--- src/rtl/mem_access_stage.sv ---
// RV32I memory stage: data-memory access over a ready-based bus, wait-state stalls,
// timeout abort and the MEM/WB register. Define MEM_SUBWORD_EN for byte/halfword access.
module mem_access_stage #(
  parameter int TIMEOUT_CYCLES = 255
) (
  input  logic        clk,
  input  logic        reset,
  input  logic        Ctl_MemtoReg_in,
  input  logic        Ctl_RegWrite_in,
  input  logic        Ctl_MemRead_in,
  input  logic        Ctl_MemWrite_in,
  input  logic        jal_in,
  input  logic        jalr_in,
  input  logic [4:0]  Rd_in,
  input  logic [2:0]  funct3_in,
  input  logic [31:0] ALUresult_in,
  input  logic [31:0] ReadData2_in,
  input  logic [31:0] PC_in,
  output logic        dmem_req,
  output logic        dmem_we,
  output logic [31:0] dmem_addr,
  output logic [3:0]  dmem_be,
  output logic [31:0] dmem_wdata,
  input  logic        dmem_ready,
  input  logic [31:0] dmem_rdata,
  output logic        stall_out,
  output logic        bus_err_out,
  output logic [31:0] mem_fwd_data,
  output logic        Ctl_MemtoReg_out,
  output logic        Ctl_RegWrite_out,
  output logic        jal_out,
  output logic        jalr_out,
  output logic [4:0]  Rd_out,
  output logic [31:0] ReadData_out,
  output logic [31:0] ALUresult_out,
  output logic [31:0] PC_out
);

  typedef enum logic {S_IDLE = 1'b0, S_WAIT = 1'b1} state_t;

  localparam logic [7:0] TMO_LAST = 8'(TIMEOUT_CYCLES - 1);

  state_t      state, state_next;
  logic [7:0]  wait_cnt;
  logic        access;
  logic        timeout_hit;
  logic        req_raw;
  logic        stall_raw;
  logic        capture;
  logic        abort;
  logic [31:0] load_data;

  assign access       = Ctl_MemRead_in | Ctl_MemWrite_in;
  assign dmem_we      = Ctl_MemWrite_in;
  assign dmem_addr    = {ALUresult_in[31:2], 2'b00};
  assign mem_fwd_data = ALUresult_in;
  assign timeout_hit  = (state == S_WAIT) && (wait_cnt == TMO_LAST) && !dmem_ready;

  // Request and stall are killed combinationally while reset is held low
  assign dmem_req  = req_raw & reset;
  assign stall_out = stall_raw & reset;

`ifdef MEM_SUBWORD_EN
  logic [1:0]  lane;
  logic [31:0] lane_rdata;

  // Lane offset is the low address bits masked to the access size (misaligned is not trapped)
  always_comb begin
    case (funct3_in[1:0])
      2'b00:   lane = ALUresult_in[1:0];
      2'b01:   lane = {ALUresult_in[1], 1'b0};
      default: lane = 2'b00;
    endcase
  end

  assign lane_rdata = dmem_rdata >> {lane, 3'b000};

  always_comb begin
    dmem_be    = 4'b1111;
    dmem_wdata = ReadData2_in;
    case (funct3_in[1:0])
      2'b00: begin
        dmem_be    = 4'b0001 << lane;
        dmem_wdata = {24'd0, ReadData2_in[7:0]} << {lane, 3'b000};
      end
      2'b01: begin
        dmem_be    = 4'b0011 << lane;
        dmem_wdata = {16'd0, ReadData2_in[15:0]} << {lane, 3'b000};
      end
      default: ;
    endcase
  end

  always_comb begin
    case (funct3_in)
      3'b000:  load_data = {{24{lane_rdata[7]}}, lane_rdata[7:0]};
      3'b100:  load_data = {24'd0, lane_rdata[7:0]};
      3'b001:  load_data = {{16{lane_rdata[15]}}, lane_rdata[15:0]};
      3'b101:  load_data = {16'd0, lane_rdata[15:0]};
      default: load_data = dmem_rdata;
    endcase
  end
`else
  logic unused_funct3;
  assign unused_funct3 = ^funct3_in;
  assign dmem_be       = 4'b1111;
  assign dmem_wdata    = ReadData2_in;
  assign load_data     = dmem_rdata;
`endif

  always_ff @(posedge clk or negedge reset) begin
    if (!reset) state <= S_IDLE;
    else        state <= state_next;
  end

  always_comb begin
    state_next = state;
    case (state)
      S_IDLE: if (access && !dmem_ready) state_next = S_WAIT;
      S_WAIT: if (dmem_ready || timeout_hit) state_next = S_IDLE;
      default: state_next = S_IDLE;
    endcase
  end

  always_comb begin
    req_raw   = 1'b0;
    stall_raw = 1'b0;
    capture   = 1'b0;
    abort     = 1'b0;
    case (state)
      S_IDLE: begin
        if (access) begin
          req_raw = 1'b1;
          if (dmem_ready) capture   = 1'b1;
          else            stall_raw = 1'b1;
        end else begin
          capture = 1'b1;
        end
      end
      S_WAIT: begin
        req_raw = 1'b1;
        if (dmem_ready)       capture   = 1'b1;
        else if (timeout_hit) abort     = 1'b1;
        else                  stall_raw = 1'b1;
      end
      default: ;
    endcase
  end

  // Counter sits at zero in IDLE so the first WAIT cycle always sees 0
  always_ff @(posedge clk or negedge reset) begin
    if (!reset)                wait_cnt <= 8'd0;
    else if (state == S_IDLE)  wait_cnt <= 8'd0;
    else                       wait_cnt <= wait_cnt + 8'd1;
  end

  always_ff @(posedge clk or negedge reset) begin
    if (!reset)     bus_err_out <= 1'b0;
    else if (abort) bus_err_out <= 1'b1;
  end

  // Stall and abort cycles both insert a bubble; data fields keep their last values
  always_ff @(posedge clk or negedge reset) begin
    if (!reset) begin
      Ctl_MemtoReg_out <= 1'b0;
      Ctl_RegWrite_out <= 1'b0;
      jal_out          <= 1'b0;
      jalr_out         <= 1'b0;
      Rd_out           <= 5'd0;
      ReadData_out     <= 32'd0;
      ALUresult_out    <= 32'd0;
      PC_out           <= 32'd0;
    end else if (capture) begin
      Ctl_MemtoReg_out <= Ctl_MemtoReg_in;
      Ctl_RegWrite_out <= Ctl_RegWrite_in;
      jal_out          <= jal_in;
      jalr_out         <= jalr_in;
      Rd_out           <= Rd_in;
      ReadData_out     <= Ctl_MemRead_in ? load_data : 32'd0;
      ALUresult_out    <= ALUresult_in;
      PC_out           <= PC_in;
    end else begin
      Ctl_MemtoReg_out <= 1'b0;
      Ctl_RegWrite_out <= 1'b0;
      jal_out          <= 1'b0;
      jalr_out         <= 1'b0;
    end
  end

endmodule
--- config.mk ---
export PLATFORM = sky130hd
export DESIGN_NAME = mem_access_stage
export DESIGN_NICKNAME = d
export VERILOG_FILES = /design/src/rtl/mem_access_stage.sv
export SDC_FILE = /design/constraint.sdc
export NUM_CORES = 1
export LEC_CHECK = 0
export ABC_AREA = 1
export BUFFER_PORTS_ARGS = -buffer_cell sky130_fd_sc_hd__buf_2
export CAP_MARGIN = 10
export CORE_ASPECT_RATIO = 1.4
export CORE_MARGIN = 5
export CORE_UTILIZATION = 25
export CTS_CLUSTER_DIAMETER = 200
export DETAILED_ROUTE_END_ITERATION = 16
export MAX_ROUTING_LAYER = met4
export PLACE_DENSITY = 0.55
export SYNTH_ARGS = -nofsm -noshare
export SYNTH_HDL_FRONTEND = slang
export SYNTH_SLANG_ARGS = --single-unit
--- constraint.sdc ---
create_clock -name clk -period 3.9 [get_ports clk]
set_clock_uncertainty 0.15 [all_clocks]
set_input_delay 0.195 -clock clk [delete_from_list [all_inputs] [get_ports clk]]
set_output_delay 0.195 -clock clk [all_outputs]
set_load 0.1 [all_outputs]
# After elaboration in Yosys (flattened, before gate mapping)
# Index checks and enable logic that the tools add are counted.
# word_totals
ff_bits	115
latchBits	0
ramBits	0
rom_bits	0
mem_count	0
# classes
add_sub_neg	1
n_mul	0
div	0
magnitude_cmp	0
n_eq_ne	1
shifts	0
n_mux	22
bitwise	4
reduce_logical	5
# op_table
cell	count
2-to-1 mux 32 bit	1
2-to-1 mux 1 bit	16
adder 8 x 1 -> 8 bit, second input constant	1
== test 8 bit, second input constant	1
2-to-1 mux 8 bit	1
case mux 1 bit (2 select lines)	4
logical AND 1 bit	3
bitwise AND 1 bit	2
zero test 1 bit	1
logical OR 1 bit	1
NOT 1 bit	1
bitwise OR 1 bit	1

# Longest topological paths before layout
# depth
ltp_word	7
mapped_depth	9
ltp_nobuf	7

# Worst setup path after synthesis
# OpenSTA, ideal clock, no wires.
# synth_path
path_kind	register to output
startpoint	reg state
endpoint	out stall_out
t_arrival_ps	2173
t_required_ps	3555
slack_ps	1382
stages_incl_launch_ff	8
n_path_buf	1
path_cell_list	dfrtp_1 -> inv_2 -> nand2_2 -> nand2_4 -> inv_2 -> buf_6 -> nand2_1 -> nor2_1
# synth_via
elab_chain_cells	6
elab_cells_between_ends	7
cone_classes	3 x mux; 2 x bitwise; 2 x reduce/logical
# synth_rtl
element	line	text
from (decl)	43	state_t state, state_next;
from (signal assigned)	113	else state <= state_next;
logical AND 1 bit (2 in a row)	57	assign timeout_hit = (state == S_WAIT) && (wait_cnt == TMO_LAST) && !dmem_ready;
2-to-1 mux 1 bit	143	else if (timeout_hit) abort = 1'b1;
2-to-1 mux 1 bit	142	if (dmem_ready) capture = 1'b1;
case mux 1 bit (2 select lines) *	130	case (state)
bitwise AND 1 bit *	61	assign stall_out = stall_raw & reset;
to (decl)	26	output logic stall_out,
# Every way passes the cells marked *; elsewhere a longest branch is shown, timed or not.

# Worst setup path after layout
# layout_path
startpoint	in reset
endpoint	out dmem_req
# layout_via
elab_chain_cells	1
# layout_rtl
element	line	text
from (decl)	7	input logic reset,
bitwise AND 1 bit	60	assign dmem_req = req_raw & reset;
to (decl)	19	output logic dmem_req,
# Every way passes these cells.

==> results.rst <==
.. list-table::
   :header-rows: 1

   * - Metric
     - Value
   * - Worst hold-check slack
     - 112 ps
   * - Wire length of the first global-routing pass
     - 27200 um
   * - Half-perimeter wire length after placement
     - 11200 um
   * - Total Die Area
     - 24100 sq um
   * - IR Drop Worst-Case VDD
     - 0.000250 V
   * - Wire length after detailed routing
     - 16700 um
   * - Number of optimization iterations in the first detailed-route pass
     - 4
   * - Core footprint
     - 20600 sq um
   * - Unrepaired setup endpoints after global routing
     - no
   * - Clock input transition at the sequential cells of the worst setup and hold paths
     - 50 ps
   * - Outcome
     - completed
   * - Final period utilization
     - 57.6%
   * - Total setup buffers inserted after CTS
     - 0
   * - Number of cells produced by synthesis
     - 609
   * - Synth top area cells
     - sky130_fd_sc_hd__dfrtp_1 55%, sky130_fd_sc_hd__nand2_1 20%, sky130_fd_sc_hd__buf_4 14%
   * - Sequential share of the synthesized area
     - 54.7%
   * - Count of different cell masters after synthesis
     - 17
   * - Maximum number of pins on one net before global-route repair
     - 73
   * - Diode count
     - 0
   * - Clock tree from TritonCTS
     - yes
   * - Maximum frequency from static timing analysis
     - 445 MHz
   * - Critical path endpoint category
     - primary output
   * - Max-slew headroom
     - 36.4%
   * - Crit path required time
     - 3560 ps
   * - Detailed Route Iter0 Violations
     - 214
   * - Class of the worst hold path
     - in2reg
   * - Initial standard-cell utilization of the core
     - 25.5%
   * - Total number of vias
     - 4701
   * - Leading area contributor after synthesis
     - sky130_fd_sc_hd__dfrtp_1
   * - Width of the die
     - 133 um
   * - Warnings from Yosys
     - 0
   * - Maximum level of the CTS H-tree
     - 4
   * - CTS max path bufs
     - 2
   * - CTS root buffer
     - sky130_fd_sc_hd__clkbuf_16
   * - Hold violation count in the final report
     - 0
   * - Post-layout nets
     - 1043
   * - Final critical delay including setup and external delays
     - 2250 ps
   * - Max-capacitance violation count
     - 0
   * - Cell leakage power
     - 4.37 nW
   * - Post-DR vias/cell
     - 4.04
   * - Critical path peak fanout
     - 45
   * - Num Clock Sinks
     - 115
   * - Setup TNS
     - 0 ps
   * - Antenna violations before repair
     - 0
   * - Worst setup path class
     - in2out
   * - Synth Area per Inst
     - 8.63 sq um
   * - Worst Max-Slew Pin Slew
     - 954 ps
   * - Clock Latency Late Sink
     - 400 ps
   * - Chip Height
     - 182 um
   * - CP Data Arrival Time
     - 1900 ps
   * - Vias in the first global route
     - 5091
   * - Ratio of total power to cell area
     - 579 nW/um^2
   * - Last weighted congestion value of the routability-driven placer
     - 0.772
   * - Number of buffers inserted during clock tree synthesis
     - 17
   * - Setup-failing EPs final
     - 0
   * - Area share of the largest cell type after synthesis
     - 54.7%
   * - I/O pin cnt
     - 354
   * - Antenna-violating nets left
     - 0
   * - Rows
     - 62
   * - Number of flip-flops and latches in the synthesized netlist
     - 115
   * - Number of remaining DRC errors
     - 0
   * - Layout cell share with drive strength beyond 1
     - 35.1%
   * - Max-slew violation count
     - 0
   * - PortBufs
     - 280
   * - Post-synthesis cell area
     - 5260 sq um
   * - Final global-route overflow total
     - 0
   * - Gr usage total
     - 14.6%
   * - Area grow syn2layout
     - 48.2%
   * - Routed WL per cell
     - 14.3 um
   * - Critical Path Source Type
     - input port
==> layer usage <==
metal,share of wire (%),global-route usage [%],wire length [um]
met5,0,-,0
met4,3.2,6.24,540
met3,5.0,3.52,831
met2,52,25.4,8740
met1,39,15.9,6600
==> cell usage after synthesis <==
| master | instances |
|---|---|
| sky130_fd_sc_hd__inv_2 | 3 |
| sky130_fd_sc_hd__nand3_1 | 37 |
| sky130_fd_sc_hd__conb_1 | 2 |
| sky130_fd_sc_hd__nor2_1 | 18 |
| sky130_fd_sc_hd__buf_2 | 11 |
| sky130_fd_sc_hd__nand2_1 | 284 |
| sky130_fd_sc_hd__inv_1 | 9 |
| sky130_fd_sc_hd__buf_4 | 101 |
| sky130_fd_sc_hd__nand2_2 | 1 |
| sky130_fd_sc_hd__o21ai_0 | 3 |
| sky130_fd_sc_hd__dfrtp_1 | 115 |
| sky130_fd_sc_hd__nand2_4 | 1 |
| sky130_fd_sc_hd__a21oi_1 | 6 |
| sky130_fd_sc_hd__buf_6 | 6 |
| sky130_fd_sc_hd__ha_1 | 2 |
| sky130_fd_sc_hd__nor2_2 | 1 |
| sky130_fd_sc_hd__clkbuf_1 | 9 |
==> through the flow <==
stage                     cells  area (sq um)  utilization (%)  power (mW)  worst slack, ps
after global placement     1027          6120             29.7        2.83             1730
after floorplan             613          5270                -        2.75             1380
after CTS                  1165          7790             37.8        4.58             1600
final                      1165          7790             37.8        4.51             1650
after detailed placement   1027          6120             29.7        2.83             1730
after global routing       1165          7790             37.8        4.71             1380
==> report_power, final <==
| part | switching, mW | leakage (nW) | internal (mW) |
|---|---|---|---|
| logic | 1.29 | 2.64 | 0.252 |
| registers | 0.0520 | 1.44 | 1.30 |
| clock network | 0.538 | 0.298 | 1.08 |
| total | 1.88 | 4.37 | 2.63 |
==> cells by family after synthesis <==
| logic type | Yosys count | share of synthesized area, % |
|---|---|---|
| other | 2 | 0.143 |
| and+or+nand+nor | 342 | 25.5 |
| buffers and inverters | 139 | 18.3 |
| adders and majority gates | 2 | 0.476 |
| DFF | 115 | 54.7 |
| AOI/OAI and AO/OA | 9 | 0.857 |
==> layout by cell type, fill, tap and decap left out, drive strengths merged <==
cell type,instances
a21oi,6
buf,285
bufinv,4
clkbuf,22
clkinv,6
clkinvlp,1
conb,6
dfrtp,115
dlygate4sd3,106
ha,2
inv,11
nand2,286
nand3,37
nor2,19
o21ai,3
==> worst paths after layout <==
kind	from	endpoint	slack (ps)	cells after the start
min in group asynchronous	reset	ReadData_out[8]	190	2
worst max-delay path	reset	dmem_req	1650	5
worst min register to register	PC_out[25]	PC_out[25]	310	2
max in group asynchronous	reset	ALUresult_out[4]	2000	3
worst max register to register	state	PC_out[12]	1940	6
worst min-delay path	Ctl_MemWrite_in	state	110	7
==> registers in the layout, summed over array words and instances (netlist names) <==
name,count
ALUresult_out,32
state,1
ReadData_out,32
PC_out,32
bus_err_out,1
Ctl_MemtoReg_out,1
Ctl_RegWrite_out,1
jalr_out,1
jal_out,1
wait_cnt,8
Rd_out,5
==> repair_timing <==
item | CTS | global route
hold buffers | 106 | 0
gates resized for setup | 0 | 0
endpoints found under the setup margin | 0 | 0
endpoints found under the hold margin | 148 | 0
==> cell type report <==
class | instances | area [sq um]
Fill cell | 2119 | 12800
Sequential cell | 115 | 2880
Timing Repair Buffer | 391 | 2500
Multi-Input combinational cell | 359 | 1440
Clock buffer | 22 | 454
Tap cell | 256 | 320
Clock inverter | 10 | 156
Inverter | 12 | 46.3
==> worst max-delay path, stage by stage <==
cell and delay (ps):
sky130_fd_sc_hd__dlygate4sd3_1 540, sky130_fd_sc_hd__buf_4 470, sky130_fd_sc_hd__inv_1 120, sky130_fd_sc_hd__a21oi_1 130, sky130_fd_sc_hd__buf_2 450
No activity file was read; power rests on OpenSTA's default activity.
